### config.mk
export PLATFORM = sky130hd
export DESIGN_NAME = fft_bank_mux
export DESIGN_NICKNAME = d
export VERILOG_FILES = /design/src/rtl/fft_bank_mux_pkg.sv /design/src/rtl/fft_bank_tracker.sv /design/src/rtl/fft_bank_mux.sv
export SDC_FILE = /design/constraint.sdc
export NUM_CORES = 1
export LEC_CHECK = 0
export CORE_AREA = 4 4 185 187
export DETAILED_ROUTE_END_ITERATION = 8
export DIE_AREA = 0 0 189 191
export HOLD_SLACK_MARGIN = 0.02
export SETUP_SLACK_MARGIN = 0.02
export SLEW_MARGIN = 20
export SYNTH_ARGS = -nofsm -noshare
export SYNTH_HDL_FRONTEND = slang
export SYNTH_SLANG_ARGS = --single-unit
### constraint.sdc
create_clock -name clk -period 3 [get_ports clk]
set_input_delay 0.9 -clock clk [delete_from_list [all_inputs] [get_ports clk]]
set_output_delay 0.9 -clock clk [all_outputs]
set_load 0.02 [all_outputs]
### src/rtl/fft_bank_mux_pkg.sv
// Shared definitions for the FFT bank write multiplexer: bank state encoding,
// error-bit positions and the bank-index width helper.
package fft_bank_mux_pkg;

    typedef enum logic {
        BANK_FREE = 1'b0,
        BANK_FULL = 1'b1
    } bank_state_e;

    localparam int unsigned FFT_SIZE_DEF = 4096;
    localparam int unsigned ADDR_WIDTH   = $clog2(FFT_SIZE_DEF);

    localparam int unsigned ERR_DROP = 0;
    localparam int unsigned ERR_COLL = 1;
    localparam int unsigned ERR_HSK  = 2;

    function automatic int unsigned bank_w(input int unsigned n);
        return (n < 2) ? 1 : $clog2(n);
    endfunction

endpackage

### src/rtl/fft_bank_tracker.sv
// Bank ownership tracker: FREE/FULL state per bank, producer/consumer ring
// pointers, FULL-bank count and the sticky done/release handshake error.
module fft_bank_tracker
    import fft_bank_mux_pkg::*;
#(
    parameter  int unsigned NUM_BANKS = 2,
    localparam int unsigned BANK_W    = bank_w(NUM_BANKS)
) (
    input  logic              clk,
    input  logic              rst_n,
    input  logic              frame_done,
    input  logic              frame_release,
    output logic              wr_valid,
    output logic [BANK_W-1:0] wr_ptr,
    output logic              rd_valid,
    output logic [BANK_W-1:0] rd_ptr,
    output logic [BANK_W:0]   full_count,
    output logic              hsk_err
);

    bank_state_e       state_q [NUM_BANKS];
    bank_state_e       state_d [NUM_BANKS];
    logic [BANK_W-1:0] wr_ptr_q, wr_ptr_d;
    logic [BANK_W-1:0] rd_ptr_q, rd_ptr_d;
    logic [BANK_W:0]   full_count_q, full_count_d;
    logic              hsk_err_q, hsk_err_d;
    logic              done_ok, rel_ok;

    function automatic logic [BANK_W-1:0] ptr_inc(input logic [BANK_W-1:0] p);
        return (p == BANK_W'(NUM_BANKS - 1)) ? '0 : p + 1'b1;
    endfunction

    always_comb begin
        wr_valid = (state_q[wr_ptr_q] == BANK_FREE);
        rd_valid = (state_q[rd_ptr_q] == BANK_FULL);
        done_ok  = frame_done && wr_valid;
        rel_ok   = frame_release && rd_valid;

        state_d      = state_q;
        wr_ptr_d     = wr_ptr_q;
        rd_ptr_d     = rd_ptr_q;
        full_count_d = full_count_q;
        hsk_err_d    = hsk_err_q | (frame_done & ~done_ok) | (frame_release & ~rel_ok);

        // Both legal only when the pointers differ, so the two writes never alias.
        if (done_ok) begin
            state_d[wr_ptr_q] = BANK_FULL;
            wr_ptr_d          = ptr_inc(wr_ptr_q);
        end
        if (rel_ok) begin
            state_d[rd_ptr_q] = BANK_FREE;
            rd_ptr_d          = ptr_inc(rd_ptr_q);
        end

        case ({done_ok, rel_ok})
            2'b10:   full_count_d = full_count_q + 1'b1;
            2'b01:   full_count_d = full_count_q - 1'b1;
            default: full_count_d = full_count_q;
        endcase
    end

    always_ff @(posedge clk or negedge rst_n) begin
        if (!rst_n) begin
            for (int unsigned i = 0; i < NUM_BANKS; i++) state_q[i] <= BANK_FREE;
            wr_ptr_q     <= '0;
            rd_ptr_q     <= '0;
            full_count_q <= '0;
            hsk_err_q    <= 1'b0;
        end else begin
            state_q      <= state_d;
            wr_ptr_q     <= wr_ptr_d;
            rd_ptr_q     <= rd_ptr_d;
            full_count_q <= full_count_d;
            hsk_err_q    <= hsk_err_d;
        end
    end

    assign wr_ptr     = wr_ptr_q;
    assign rd_ptr     = rd_ptr_q;
    assign full_count = full_count_q;
    assign hsk_err    = hsk_err_q;

endmodule

### src/rtl/fft_bank_mux.sv
// N-bank write multiplexer between the FFT a/b write ports and per-bank frame
// RAMs; registers the write path and steers enables to the bank being filled.
module fft_bank_mux
    import fft_bank_mux_pkg::*;
#(
    parameter  int unsigned FFT_SIZE   = 4096,
    parameter  int unsigned DATA_WIDTH = 64,
    parameter  int unsigned NUM_BANKS  = 2,
    localparam int unsigned ADDR_WIDTH = $clog2(FFT_SIZE),
    localparam int unsigned BANK_W     = bank_w(NUM_BANKS)
) (
    input  logic                            clk,
    input  logic                            rst_n,
    input  logic [ADDR_WIDTH-1:0]           fft_waddra,
    input  logic [ADDR_WIDTH-1:0]           fft_waddrb,
    input  logic [DATA_WIDTH-1:0]           fft_wdataa,
    input  logic [DATA_WIDTH-1:0]           fft_wdatab,
    input  logic                            fft_wea,
    input  logic                            fft_web,
    input  logic                            fft_frame_done,
    output logic                            wr_bank_valid,
    output logic [BANK_W-1:0]               wmem_id,
    output logic                            rd_frame_valid,
    output logic [BANK_W-1:0]               rd_bank_id,
    input  logic                            rd_frame_release,
    output logic [BANK_W:0]                 full_count,
    output logic [NUM_BANKS*ADDR_WIDTH-1:0] mem_addra,
    output logic [NUM_BANKS*ADDR_WIDTH-1:0] mem_addrb,
    output logic [NUM_BANKS*DATA_WIDTH-1:0] mem_wdataa,
    output logic [NUM_BANKS*DATA_WIDTH-1:0] mem_wdatab,
    output logic [NUM_BANKS-1:0]            mem_wea,
    output logic [NUM_BANKS-1:0]            mem_web,
    output logic [2:0]                      err_flags
);

    logic                  wr_valid;
    logic [BANK_W-1:0]     wr_ptr;
    logic                  hsk_err;
    logic                  coll;

    logic [ADDR_WIDTH-1:0] addra_q, addra_d, addrb_q, addrb_d;
    logic [DATA_WIDTH-1:0] dataa_q, dataa_d, datab_q, datab_d;
    logic [NUM_BANKS-1:0]  wea_q, wea_d, web_q, web_d;
    logic                  drop_err_q, drop_err_d;
    logic                  coll_err_q, coll_err_d;

    fft_bank_tracker #(
        .NUM_BANKS(NUM_BANKS)
    ) u_tracker (
        .clk          (clk),
        .rst_n        (rst_n),
        .frame_done   (fft_frame_done),
        .frame_release(rd_frame_release),
        .wr_valid     (wr_valid),
        .wr_ptr       (wr_ptr),
        .rd_valid     (rd_frame_valid),
        .rd_ptr       (rd_bank_id),
        .full_count   (full_count),
        .hsk_err      (hsk_err)
    );

    always_comb begin
        coll       = fft_wea && fft_web && (fft_waddra == fft_waddrb);
        addra_d    = fft_waddra;
        addrb_d    = fft_waddrb;
        dataa_d    = fft_wdataa;
        datab_d    = fft_wdatab;
        wea_d      = '0;
        web_d      = '0;
        // Writes in the done cycle use the pre-advance wr_ptr, i.e. the old bank.
        for (int unsigned i = 0; i < NUM_BANKS; i++) begin
            if (wr_valid && (wr_ptr == BANK_W'(i))) begin
                wea_d[i] = fft_wea;
                web_d[i] = fft_web && !coll;
            end
        end
        drop_err_d = drop_err_q | ((fft_wea | fft_web) & ~wr_valid);
        coll_err_d = coll_err_q | coll;
    end

    always_ff @(posedge clk or negedge rst_n) begin
        if (!rst_n) begin
            addra_q    <= '0;
            addrb_q    <= '0;
            dataa_q    <= '0;
            datab_q    <= '0;
            wea_q      <= '0;
            web_q      <= '0;
            drop_err_q <= 1'b0;
            coll_err_q <= 1'b0;
        end else begin
            addra_q    <= addra_d;
            addrb_q    <= addrb_d;
            dataa_q    <= dataa_d;
            datab_q    <= datab_d;
            wea_q      <= wea_d;
            web_q      <= web_d;
            drop_err_q <= drop_err_d;
            coll_err_q <= coll_err_d;
        end
    end

    always_comb begin
        err_flags           = '0;
        err_flags[ERR_DROP] = drop_err_q;
        err_flags[ERR_COLL] = coll_err_q;
        err_flags[ERR_HSK]  = hsk_err;
    end

    assign wr_bank_valid = wr_valid;
    assign wmem_id       = wr_ptr;
    assign mem_addra     = {NUM_BANKS{addra_q}};
    assign mem_addrb     = {NUM_BANKS{addrb_q}};
    assign mem_wdataa    = {NUM_BANKS{dataa_q}};
    assign mem_wdatab    = {NUM_BANKS{datab_q}};
    assign mem_wea       = wea_q;
    assign mem_web       = web_q;

endmodule

==> results of run 1 <==
==> synth_stat cells <==
cell type                  instances
sky130_fd_sc_hd__mux2i_1           2
sky130_fd_sc_hd__and3_1            2
sky130_fd_sc_hd__inv_1             3
sky130_fd_sc_hd__buf_4           155
sky130_fd_sc_hd__o21ai_0           3
sky130_fd_sc_hd__or2b_1            1
sky130_fd_sc_hd__and2_1            2
sky130_fd_sc_hd__dfrtp_1         165
sky130_fd_sc_hd__o21bai_1          1
sky130_fd_sc_hd__xor2_1            1
sky130_fd_sc_hd__nor2_1            4
sky130_fd_sc_hd__nand4_1           2
sky130_fd_sc_hd__xnor2_1          14
sky130_fd_sc_hd__nand3_1           2
sky130_fd_sc_hd__a31oi_1           2
sky130_fd_sc_hd__a21oi_1           3
sky130_fd_sc_hd__ha_1              1
sky130_fd_sc_hd__or4_4             1
sky130_fd_sc_hd__nor2b_1           1
sky130_fd_sc_hd__nand2_1           4
==> through the flow <==
step           total power, W  hold WS, ps
2_1_floorplan         0.00319          434
3_3_place_gp          0.00396          472
3_5_place_dp          0.00397          471
4_1_cts               0.00634          481
5_1_grt               0.00649          490
6_report              0.00620          470
==> routing by layer <==
metal | wire (um) | vias to the layer above | track usage, % | share of wire, %
met2 | 10800 | 229 | 19.1 | 52
li1 | - | 1690 | - | -
met4 | 290 | 0 | 4.20 | 1.4
met1 | 8020 | 1845 | 12.6 | 38
met5 | 0 | - | 0 | 0
met3 | 1740 | 12 | 3.62 | 8.3
==> power groups by stage <==
stage | sequential, W | clock [W] | combinational, W
finish | 0.00252 | 0.00230 | 0.00138
global route | 0.00255 | 0.00248 | 0.00146
CTS | 0.00253 | 0.00241 | 0.00141
detailed placement | 0.00257 | 0 | 0.00140
global placement | 0.00256 | 0 | 0.00140
floorplan | 0.00272 | 0 | 0.000469
==> worst max path at each step <==
stage / end / cells past startpoint
4_1_cts: wr_bank_valid / 2
2_1_floorplan: wr_bank_valid / 1
3_5_place_dp: mem_web[1] / 5
3_3_place_gp: mem_web[1] / 5
5_1_grt: wr_bank_valid / 2
6_report: wr_bank_valid / 2
==> placed cells by master, fill, tap and decap left out <==
master and instances:
sky130_fd_sc_hd__clkdlybuf4s50_1 473, sky130_fd_sc_hd__dfrtp_1 165, sky130_fd_sc_hd__clkbuf_16 17, sky130_fd_sc_hd__xnor2_1 14, sky130_fd_sc_hd__clkinvlp_4 6, sky130_fd_sc_hd__buf_4 6, sky130_fd_sc_hd__nand2_1 4, sky130_fd_sc_hd__nor2_1 4
sky130_fd_sc_hd__inv_6 4, sky130_fd_sc_hd__inv_1 3, sky130_fd_sc_hd__a21oi_1 3, sky130_fd_sc_hd__o21ai_0 3, sky130_fd_sc_hd__bufinv_16 3, sky130_fd_sc_hd__mux2i_1 2, sky130_fd_sc_hd__a31oi_1 2, sky130_fd_sc_hd__nand3_1 2
sky130_fd_sc_hd__nand4_1 2, sky130_fd_sc_hd__and3_1 2, sky130_fd_sc_hd__and2_1 2, sky130_fd_sc_hd__buf_12 2, sky130_fd_sc_hd__o21bai_1 1, sky130_fd_sc_hd__or4_4 1, sky130_fd_sc_hd__or2b_1 1, sky130_fd_sc_hd__nor2b_1 1
sky130_fd_sc_hd__xor2_1 1, sky130_fd_sc_hd__ha_1 1, sky130_fd_sc_hd__clkbuf_8 1, sky130_fd_sc_hd__buf_6 1
==> flip-flops by register name, indices dropped and copies added, names as in the netlist, 2 cells and up <==
register,cells
addra_q,12
u_tracker.state_q,2
datab_q,64
mem_web,2
mem_wea,2
addrb_q,12
u_tracker.full_count,2
dataa_q,64
==> cells by family after synthesis <==
| logic type | Yosys count |
|---|---|
| adders and majority gates | 1 |
| AOI/OAI and AO/OA | 9 |
| muxes | 2 |
| xor gates and xnor gates | 15 |
| buffers and inverters | 158 |
| and+or+nand+nor | 19 |
| DFF | 165 |
==> area by class of cell <==
class	instances	area share, %
clock buffer	18	4.20
clock inverter	13	1.63
inverter	3	0.108
multi-input combinational	46	3.03
sequential	165	39.5
tap	442	5.29
timing repair buffer	482	46.2
==> worst max-delay path, delay by kind of cell, from the launching register on <==
kind / cells / cell delay, ps
DFF: 1 / 430
muxes: 1 / 360
buffers and inverters: 1 / 670
==> impl_table.tex, run 1 <==
\begin{tabular}{lr}
\hline
Metric & Value \\
\hline
\multicolumn{2}{l}{\textbf{Outcome}} \\
Outcome & completed \\
\multicolumn{2}{l}{\textbf{GRT}} \\
Via count of the first global-routing pass & 4181 \\
Global routing usage summed across all routing layers & about 11\% \\
Overall overflow remaining after global route & 0 \\
Maximum number of pins on one net before global-route repair & 70 \\
Number of antenna violations at the first check in global routing & 2 \\
First-pass GRT wire length & 28.8 mm \\
\multicolumn{2}{l}{\textbf{Final layout}} \\
Net count, final & 874 \\
Non-Filler Cell Area, Final & 10500 um\^{}2 \\
Fraction of layout instances using a drive strength above 1 & between 5 and 6\% \\
Fill cell instance count of the final layout & 3207 \\
Final core utilization & approximately 32\% \\
Final instance count without filler cells & 1169 \\
Antenna cell count & 0 \\
Area grow syn2layout & 85.9\% \\
Reg area & 4130 um\^{}2 \\
Multi-input gate area in the final layout & $\sim$320 um\^{}2 \\
\multicolumn{2}{l}{\textbf{CTS}} \\
Number of setup buffers added after CTS & 0 \\
H-tree depth & 4 \\
Number of buffers created by CTS & 17 \\
Post-cts gate resize count & 0 \\
Clock-pin slew of the registers on the worst-case setup and hold paths & 70 ps \\
Post-CTS Hold Buffers & 0 \\
Root buffer selected by CTS & sky130\_fd\_sc\_hd\_\_clkbuf\_16 \\
TritonCTS clock tree & built \\
Number of buffers on the longest clock path & 2 \\
\# clock sinks & 165 \\
Insertion delay to the later sink of the worst-skew pair & 420 ps \\
\multicolumn{2}{l}{\textbf{Pwr}} \\
Portion of total power attributed to sequential cells & 40.7\% \\
Clock share of power & between 30\% and 40\% \\
Net switching power & 0.00175 W \\
Proportion of power drawn by combinational gates & 22.3\% \\
Leakage dissipation & 4.25 nW \\
Power per standard cell area & 594 nW/um\^{}2 \\
Switching Share & $\sim$28\% \\
Internal power component & 0.00445 W \\
Largest voltage drop on the vdd net & 0.000331 V \\
\multicolumn{2}{l}{\textbf{Yosys}} \\
Netlist Area Pre-Place & $\sim$5600 um\^{}2 \\
Library cells used by synthesis & 20 \\
Simple-gate share of the synthesized area & 1.83\% \\
Warnings, synthesis & 0 \\
Portion of the post-synthesis area used by sequential elements & 73.5\% \\
Syn\_area\_per\_cell & 15.2 um\^{}2 \\
Number of synthesized register bits & 165 \\
Largest area contributor in the netlist & sky130\_fd\_sc\_hd\_\_dfrtp\_1 \\
Yosys top cell area share & 73.5\% \\
Xor/xnor share of the synthesized area & 2.34\% \\
Top area cells in the synthesized netlist & sky130\_fd\_sc\_hd\_\_dfrtp\_1, sky130\_fd\_sc\_hd\_\_buf\_4, sky130\_fd\_sc\_hd\_\_xnor2\_1 \\
Adder-cell share of the synthesized area & 0.223\% \\
Post-synthesis compound-gate area fraction & 0.890\% \\
Main combinational cell family by area after synthesis & buffers and inverters \\
Number of nets in the synthesized netlist & 528 \\
Gate count after technology mapping & 369 \\
Multiplexer area fraction after synthesis & less than 1\% \\
\multicolumn{2}{l}{\textbf{Floorplanning}} \\
Standard cell core area & 32500 um\^{}2 \\
Number of top-level design ports & between 400 and 500 \\
Area of the die & 36100 um\^{}2 \\
Die X & 189 um \\
Starting utilization of the core area & 17.3\% \\
Row Count & 66 \\
Chip height & between 150 and 200 um \\
\multicolumn{2}{l}{\textbf{Critical path}} \\
Endpoint of the worst-slack reg-to-reg timing path & u\_tracker.full\_count[1] \\
Data required time of the worst path & 2100 ps \\
Startpoint kind of the worst setup timing path & flip-flop \\
Worst setup EP type & primary output \\
Arrival time worst endpoint & 1890 ps \\
FF-to-FF setup slack & roughly 1400 ps \\
Slowest CP cell & sky130\_fd\_sc\_hd\_\_clkdlybuf4s50\_1 \\
Start-to-end type of the worst setup path & flip-flop to primary output \\
Number of cells on the worst reg-to-reg path & 5 \\
CP Cell Sequence & mux2i\_1, clkdlybuf4s50\_1 \\
Maximum fanout along the worst path & 6 \\
Largest incremental delay on the critical path & 670 ps \\
Launch instance of the worst register-to-register path & u\_tracker.wr\_ptr \\
Origin of the worst setup path & u\_tracker.wr\_ptr \\
\multicolumn{2}{l}{\textbf{Worst hold path}} \\
Worst hold-check path type & flip-flop to flip-flop \\
Worst Hold Path EP & u\_tracker.full\_count[1] \\
Count of cells along the worst hold path & 1 \\
Start point of the worst min-delay path & u\_tracker.full\_count[1] \\
\multicolumn{2}{l}{\textbf{Drt}} \\
Final routed wire length divided by cell count & roughly 18 um \\
Detailed-route via count & 3776 \\
DR vias/cell & 3.23 \\
Count of TritonRoute iterations in the first routing pass & 4 \\
\# DRC & 0 \\
Iteration-0 DRC Markers & 103 \\
Post-DRT Antenna Nets & 0 \\
Aggregate routed wire length & 20.9 mm \\
\multicolumn{2}{l}{\textbf{Timing}} \\
Final setup vio count & 0 \\
Number of hold-slack violations in the final timing report & 0 \\
Worst max-slew margin expressed relative to the limit & 53.3\% \\
Minimum clock period after layout & 2790 ps \\
RSZ-0062 raised after global routing & false \\
Share of the clock period used by the worst path after layout & 93.0\% \\
Worst setup margin & 210 ps \\
Fin Clk Skew & 2.75 ps \\
Final Slew Violations & 0 \\
Max Clock Freq & around 360 MHz \\
Slew at the pin closest to its max-slew limit & between 700 and 800 ps \\
Final total negative setup slack & 0 ps \\
\multicolumn{2}{l}{\textbf{Place}} \\
Post-Place Setup Slack & approximately 280 ps \\
Gp weighted congestion & 0.773 \\
IO buf count & 474 \\
Total cell area at the placement stage & approximately 10000 um\^{}2 \\
Half-perimeter wire length of the detailed placement result & $\sim$17 mm \\
Number of cells after detailed placement & 1138 \\
\multicolumn{2}{l}{\textbf{Run}} \\
Count of max-cap constraint violations & 0 \\
\hline
\end{tabular}
Note: power is estimated with default switching activity, not from simulation.
==> run 2: changes to the inputs <==
- SLEW_MARGIN: 20 -> not set
- clock period: 3 -> 2.3 ns (I/O delays scaled with it)
==> run 2 against run 1 <==
Flip-flop and latch count unchanged. Sequential power is 31% higher. Cell count increased by 0.43%. Count of clock-buffer cells in the layout did not move. Register-to-register slack lost 690 ps. Clock power increased by 18%. Via count increased by 1.8%. Combinational power is 32% higher. First-iteration DRC count fell by 0.97%. Non-clock buffer count grew 5. Sequential share of layout area barely moved. Hold slack lost 290 ps. Largest cell class unchanged.
==> impl_table.tex, run 2 (synthesis gave the netlist of run 1 again) <==
\begin{tabular}{lr}
\hline
Metric & Value \\
\hline
\multicolumn{2}{l}{\textbf{Critical path}} \\
Startpoint kind of the worst setup timing path & flip-flop \\
Arrival time worst endpoint & 1530 ps \\
Start-to-end type of the worst setup path & flip-flop to primary output \\
Worst setup EP type & primary output \\
FF-to-FF setup slack & 740 ps \\
Worst path bufs/invs & 1 \\
Slowest CP cell & sky130\_fd\_sc\_hd\_\_clkdlybuf4s50\_1 \\
CP Cell Sequence & clkdlybuf4s50\_1 \\
Data required time of the worst path & 1610 ps \\
Launch instance of the worst register-to-register path & u\_tracker.wr\_ptr \\
Endpoint of the worst-slack reg-to-reg timing path & u\_tracker.full\_count[1] \\
Number of cells on the worst reg-to-reg path & 5 \\
Delay-heaviest family, CP & buffers and inverters \\
Largest incremental delay on the critical path & 670 ps \\
Maximum fanout along the worst path & 6 \\
\multicolumn{2}{l}{\textbf{Timing}} \\
Max Clock Freq & 451 MHz \\
Number of hold-slack violations in the final timing report & 0 \\
Final setup vio count & 0 \\
Slew at the pin closest to its max-slew limit & 415 ps \\
Minimum clock period after layout & roughly 2200 ps \\
Fin Clk Skew & 3.02 ps \\
Final total negative setup slack & 0 ps \\
Worst max-slew margin expressed relative to the limit & 72.3\% \\
RSZ-0062 raised after global routing & true \\
Final Slew Violations & 0 \\
Share of the clock period used by the worst path after layout & 96.4\% \\
\multicolumn{2}{l}{\textbf{GRT}} \\
First-pass GRT wire length & 29.0 mm \\
Overall overflow remaining after global route & 0 \\
Met3 Track Usage GR & between 3 and 4\% \\
Maximum number of pins on one net before global-route repair & 47 \\
Met1 GRT Util & 12.5\% \\
Via count of the first global-routing pass & 4370 \\
Top Usage Layer GRT & met2 \\
Global-route track usage on met2 & 19.3\% \\
Number of antenna violations at the first check in global routing & 2 \\
Global routing usage summed across all routing layers & about 11\% \\
\multicolumn{2}{l}{\textbf{Outcome}} \\
Outcome & completed \\
\multicolumn{2}{l}{\textbf{Place}} \\
IO buf count & 474 \\
Half-perimeter wire length of the detailed placement result & 17.2 mm \\
Gp weighted congestion & 0.755 \\
\multicolumn{2}{l}{\textbf{Floorplanning}} \\
Die X & between 150 and 200 um \\
Starting utilization of the core area & 17.3\% \\
Number of top-level design ports & 475 \\
Standard cell core area & 32500 um\^{}2 \\
Chip height & 191 um \\
Area of the die & 36100 um\^{}2 \\
Row Count & 66 \\
\multicolumn{2}{l}{\textbf{Drt}} \\
Aggregate routed wire length & 20.7 mm \\
\# DRC & 0 \\
DR vias/cell & around 3.3 \\
Count of TritonRoute iterations in the first routing pass & 4 \\
Post-DRT Antenna Nets & 0 \\
Detailed-route via count & 3843 \\
Iteration-0 DRC Markers & roughly 100 \\
Final routed wire length divided by cell count & 17.6 um \\
\multicolumn{2}{l}{\textbf{Run}} \\
Count of max-cap constraint violations & 0 \\
\multicolumn{2}{l}{\textbf{Pwr}} \\
Post-route total power & between 0.007 and 0.008 W \\
Largest voltage drop on the vdd net & 0.000423 V \\
Leakage dissipation & $\sim$4.3 nW \\
Power per standard cell area & 749 nW/um\^{}2 \\
\multicolumn{2}{l}{\textbf{CTS}} \\
Number of buffers created by CTS & 17 \\
Root buffer selected by CTS & sky130\_fd\_sc\_hd\_\_clkbuf\_16 \\
Clock-pin slew of the registers on the worst-case setup and hold paths & about 70 ps \\
Post-cts gate resize count & 5 \\
TritonCTS clock tree & built \\
\# clock sinks & 165 \\
Insertion delay to the later sink of the worst-skew pair & between 400 and 500 ps \\
H-tree depth & 4 \\
Number of setup buffers added after CTS & 0 \\
Number of buffers on the longest clock path & 2 \\
Post-CTS Hold Buffers & 0 \\
\multicolumn{2}{l}{\textbf{Worst hold path}} \\
Worst hold-check path type & input port to asynchronous set/reset pin \\
\multicolumn{2}{l}{\textbf{Final layout}} \\
Leading cell types in the layout, fill and taps excluded & sky130\_fd\_sc\_hd\_\_clkdlybuf4s50\_1, sky130\_fd\_sc\_hd\_\_dfrtp\_1, sky130\_fd\_sc\_hd\_\_clkbuf\_16 \\
Fraction of layout instances using a drive strength above 1 & between 6 and 7\% \\
Area grow syn2layout & 85.9\% \\
Antenna cell count & 0 \\
Most frequent standard cell in the layout excluding fill and tap cells & sky130\_fd\_sc\_hd\_\_clkdlybuf4s50\_1 \\
Net count, final & roughly 880 \\
Leading registers by flop count & dataa\_q x64, datab\_q x64 \\
\hline
\end{tabular}
==> run 2: power by group <==
group          switching [W]  internal, W  total [W]
clock network        0.00121      0.00150    0.00271
logic               0.000862     0.000953    0.00182
registers           0.000191      0.00312    0.00331
==> run 2: metrics by stage <==
stage	setup WS, ps	instance area, um^2	hold slack [ps]	std cells	utilization (%)
after detailed placement	-249	9880	465	1143	30.4
final	82.2	10400	181	1174	32.2
after global routing	20.6	10400	180	1174	32.2
after global placement	-249	9880	467	1143	30.4
after CTS	1.15	10400	174	1174	32.2
after floorplan	465	5620	394	369	-
==> run 2: cell type report <==
class / count / area [um^2]
clock buffers: 18 / 429
clock inverters: 13 / 125
fillers: 3246 / 22000
inverters: 3 / 11.3
multi-input cells: 46 / 333
flip-flops and latches: 165 / 4130
well taps: 442 / 553
repair buffers: 487 / 4860
==> run 2: worst max-delay path by stage <==
| stage | endpoint | startpoint | cells past startpoint | slack, ps |
|---|---|---|---|---|
| after floorplan | u_tracker.full_count[1] | u_tracker.wr_ptr | 6 | 470 |
| after global placement | mem_web[1] | fft_waddrb[4] | 6 | -250 |
| after detailed placement | mem_web[1] | fft_waddra[4] | 6 | -250 |
| after CTS | wr_bank_valid | u_tracker.wr_ptr | 2 | 1 |
| after global routing | rd_bank_id | u_tracker.rd_ptr | 1 | 20 |
| final | rd_bank_id | u_tracker.rd_ptr | 1 | 80 |
==> run 2: metal layers <==
metal	part of all wire, %	routed length [um]
met4	1.1	229
met3	8.6	1770
met5	0	0
met2	53	10800
met1	38	7810
==> run 3: changes to the inputs <==
- CORE_AREA: 4 4 185 187 -> 2 2 183 185
- DIE_AREA: 0 0 189 191 -> 0 0 185 187
==> run 3 against run 2 <==
First-iteration DRC count decreased by 30%. Hold slack gained 15 ps. Via count up 0.44%. Non-clock buffer count grew 5. Total power up 5.1%.
==> impl_table.tex, run 3 (synthesis gave the netlist of run 1 again) <==
\begin{tabular}{lr}
\hline
Metric & Value \\
\hline
\multicolumn{2}{l}{\textbf{Final layout}} \\
Fill cell instance count of the final layout & 3313 \\
Leading registers by flop count & dataa\_q x64, datab\_q x64 \\
Most frequent standard cell in the layout excluding fill and tap cells & sky130\_fd\_sc\_hd\_\_clkdlybuf4s50\_1 \\
Reg area & a little over 4000 um\^{}2 \\
Fraction of layout instances using a drive strength above 1 & 6.92\% \\
Net count, final & between 800 and 900 \\
Area grow syn2layout & 88.0\% \\
Multi-input gate area in the final layout & approximately 320 um\^{}2 \\
Antenna cell count & 0 \\
Leading cell types in the layout, fill and taps excluded & sky130\_fd\_sc\_hd\_\_clkdlybuf4s50\_1, sky130\_fd\_sc\_hd\_\_dfrtp\_1, sky130\_fd\_sc\_hd\_\_clkbuf\_16 \\
Final core utilization & 32.2\% \\
Final instance count without filler cells & 1185 \\
\multicolumn{2}{l}{\textbf{GRT}} \\
First-pass GRT wire length & 27.6 mm \\
Via count of the first global-routing pass & about 4300 \\
Global routing usage summed across all routing layers & 11.3\% \\
Number of antenna violations at the first check in global routing & 0 \\
Overall overflow remaining after global route & 0 \\
Maximum number of pins on one net before global-route repair & 44 \\
\multicolumn{2}{l}{\textbf{CTS}} \\
Insertion delay to the later sink of the worst-skew pair & between 400 and 500 ps \\
TritonCTS clock tree & built \\
Number of buffers on the longest clock path & 2 \\
Number of buffers created by CTS & 17 \\
H-tree depth & 4 \\
Number of setup buffers added after CTS & 0 \\
\# clock sinks & 165 \\
Clock-pin slew of the registers on the worst-case setup and hold paths & 60 ps \\
Root buffer selected by CTS & sky130\_fd\_sc\_hd\_\_clkbuf\_16 \\
\multicolumn{2}{l}{\textbf{Place}} \\
Gp weighted congestion & roughly 0.75 \\
IO buf count & $\sim$470 \\
Half-perimeter wire length of the detailed placement result & 16.1 mm \\
Post-Place Setup Slack & -277 ps \\
Number of cells after detailed placement & 1154 \\
\multicolumn{2}{l}{\textbf{Critical path}} \\
Maximum fanout along the worst path & 2 \\
Largest incremental delay on the critical path & 680 ps \\
Start-to-end type of the worst setup path & flip-flop to primary output \\
CP Cell Sequence & clkdlybuf4s50\_1 \\
Data required time of the worst path & 1610 ps \\
Delay-heaviest family, CP & buffers and inverters \\
Worst path bufs/invs & 1 \\
Slowest CP cell & sky130\_fd\_sc\_hd\_\_clkdlybuf4s50\_1 \\
Arrival time worst endpoint & 1480 ps \\
Worst setup EP type & primary output \\
Startpoint kind of the worst setup timing path & flip-flop \\
\multicolumn{2}{l}{\textbf{Worst hold path}} \\
Worst hold-check path type & input port to asynchronous set/reset pin \\
\multicolumn{2}{l}{\textbf{Outcome}} \\
Outcome & completed \\
\multicolumn{2}{l}{\textbf{Floorplanning}} \\
Number of top-level design ports & 475 \\
Die X & between 150 and 200 um \\
Row Count & 67 \\
Chip height & roughly 190 um \\
Starting utilization of the core area & 17.1\% \\
Area of the die & 34600 um\^{}2 \\
Standard cell core area & about 33000 um\^{}2 \\
\multicolumn{2}{l}{\textbf{Pwr}} \\
Largest voltage drop on the vdd net & 0.000504 V \\
Leakage dissipation & 4.34 nW \\
Power per standard cell area & 779 nW/um\^{}2 \\
\multicolumn{2}{l}{\textbf{Drt}} \\
Post-DRT Antenna Nets & 0 \\
Aggregate routed wire length & 19.5 mm \\
Final routed wire length divided by cell count & roughly 16 um \\
DR vias/cell & 3.26 \\
Iteration-0 DRC Markers & 71 \\
\# DRC & 0 \\
Detailed-route via count & 3860 \\
Count of TritonRoute iterations in the first routing pass & 4 \\
\multicolumn{2}{l}{\textbf{Timing}} \\
Final Slew Violations & 0 \\
Share of the clock period used by the worst path after layout & about 94\% \\
Fin Clk Skew & 6.16 ps \\
Worst max-slew margin expressed relative to the limit & about 67\% \\
RSZ-0062 raised after global routing & false \\
Max Clock Freq & 461 MHz \\
Number of hold-slack violations in the final timing report & 0 \\
Final setup vio count & 0 \\
Minimum clock period after layout & between 2000 and 2500 ps \\
Worst setup margin & 129 ps \\
Slew at the pin closest to its max-slew limit & 504 ps \\
\multicolumn{2}{l}{\textbf{Run}} \\
Count of max-cap constraint violations & 0 \\
\hline
\end{tabular}
[run 3: worst paths after layout]
path	startpoint	to	slack (ps)	cells past startpoint
setup / recovery	datab_q[14]	mem_wdatab[78]	130	1
hold / removal	rst_n	dataa_q[49]	200	1
setup reg to reg	u_tracker.wr_ptr	u_tracker.full_count[1]	700	6
hold reg to reg	u_tracker.full_count[1]	u_tracker.full_count[1]	460	1
max in group asynchronous	rst_n	dataa_q[11]	1530	2
min in group clk	u_tracker.full_count[1]	u_tracker.full_count[1]	460	1
[run 3: timing repair]
| action | in CTS | in global routing |
|---|---|---|
| hold buffers | 0 | 0 |
| resized for setup | 5 | 4 |
| setup endpoints to repair | 5 | 4 |
[run 3: power breakdown]
group / internal (W) / switching (W)
Combinational: 0.000965 / 0.000858
Sequential: 0.00312 / 0.000178
Clock: 0.00193 / 0.00118
Total: 0.00601 / 0.00222
[run 3: area by class of cell]
| cell class | count | share of cell area [%] |
|---|---|---|
| repair buffers | 492 | 46.5 |
| well taps | 448 | 5.31 |
| clock inverters | 12 | 1.92 |
| multi-input cells | 46 | 3.00 |
| flip-flops and latches | 165 | 39.1 |
| clock buffers | 19 | 4.10 |
| inverters | 3 | 0.107 |
[run 3: routing by layer]
metal	wire length [um]	share of wire (%)	vias up	global-route usage [%]
li1	-	-	1718	-
met1	7410	38	1882	12.6
met2	9900	51	248	19.2
met3	2020	10	12	5.00
met4	215	1.1	0	3.57
met5	0	0	-	0
[run 3: metrics by stage]
step,setup TNS [ps],hold slack [ps],cell area [um^2],total power (W)
floorplan,0,394,5620,0.00416
global placement,-753,458,9940,0.00521
detailed placement,-742,459,9940,0.00522
CTS,0,186,10600,0.00839
global route,0,204,10600,0.00861
finish,0,196,10600,0.00823
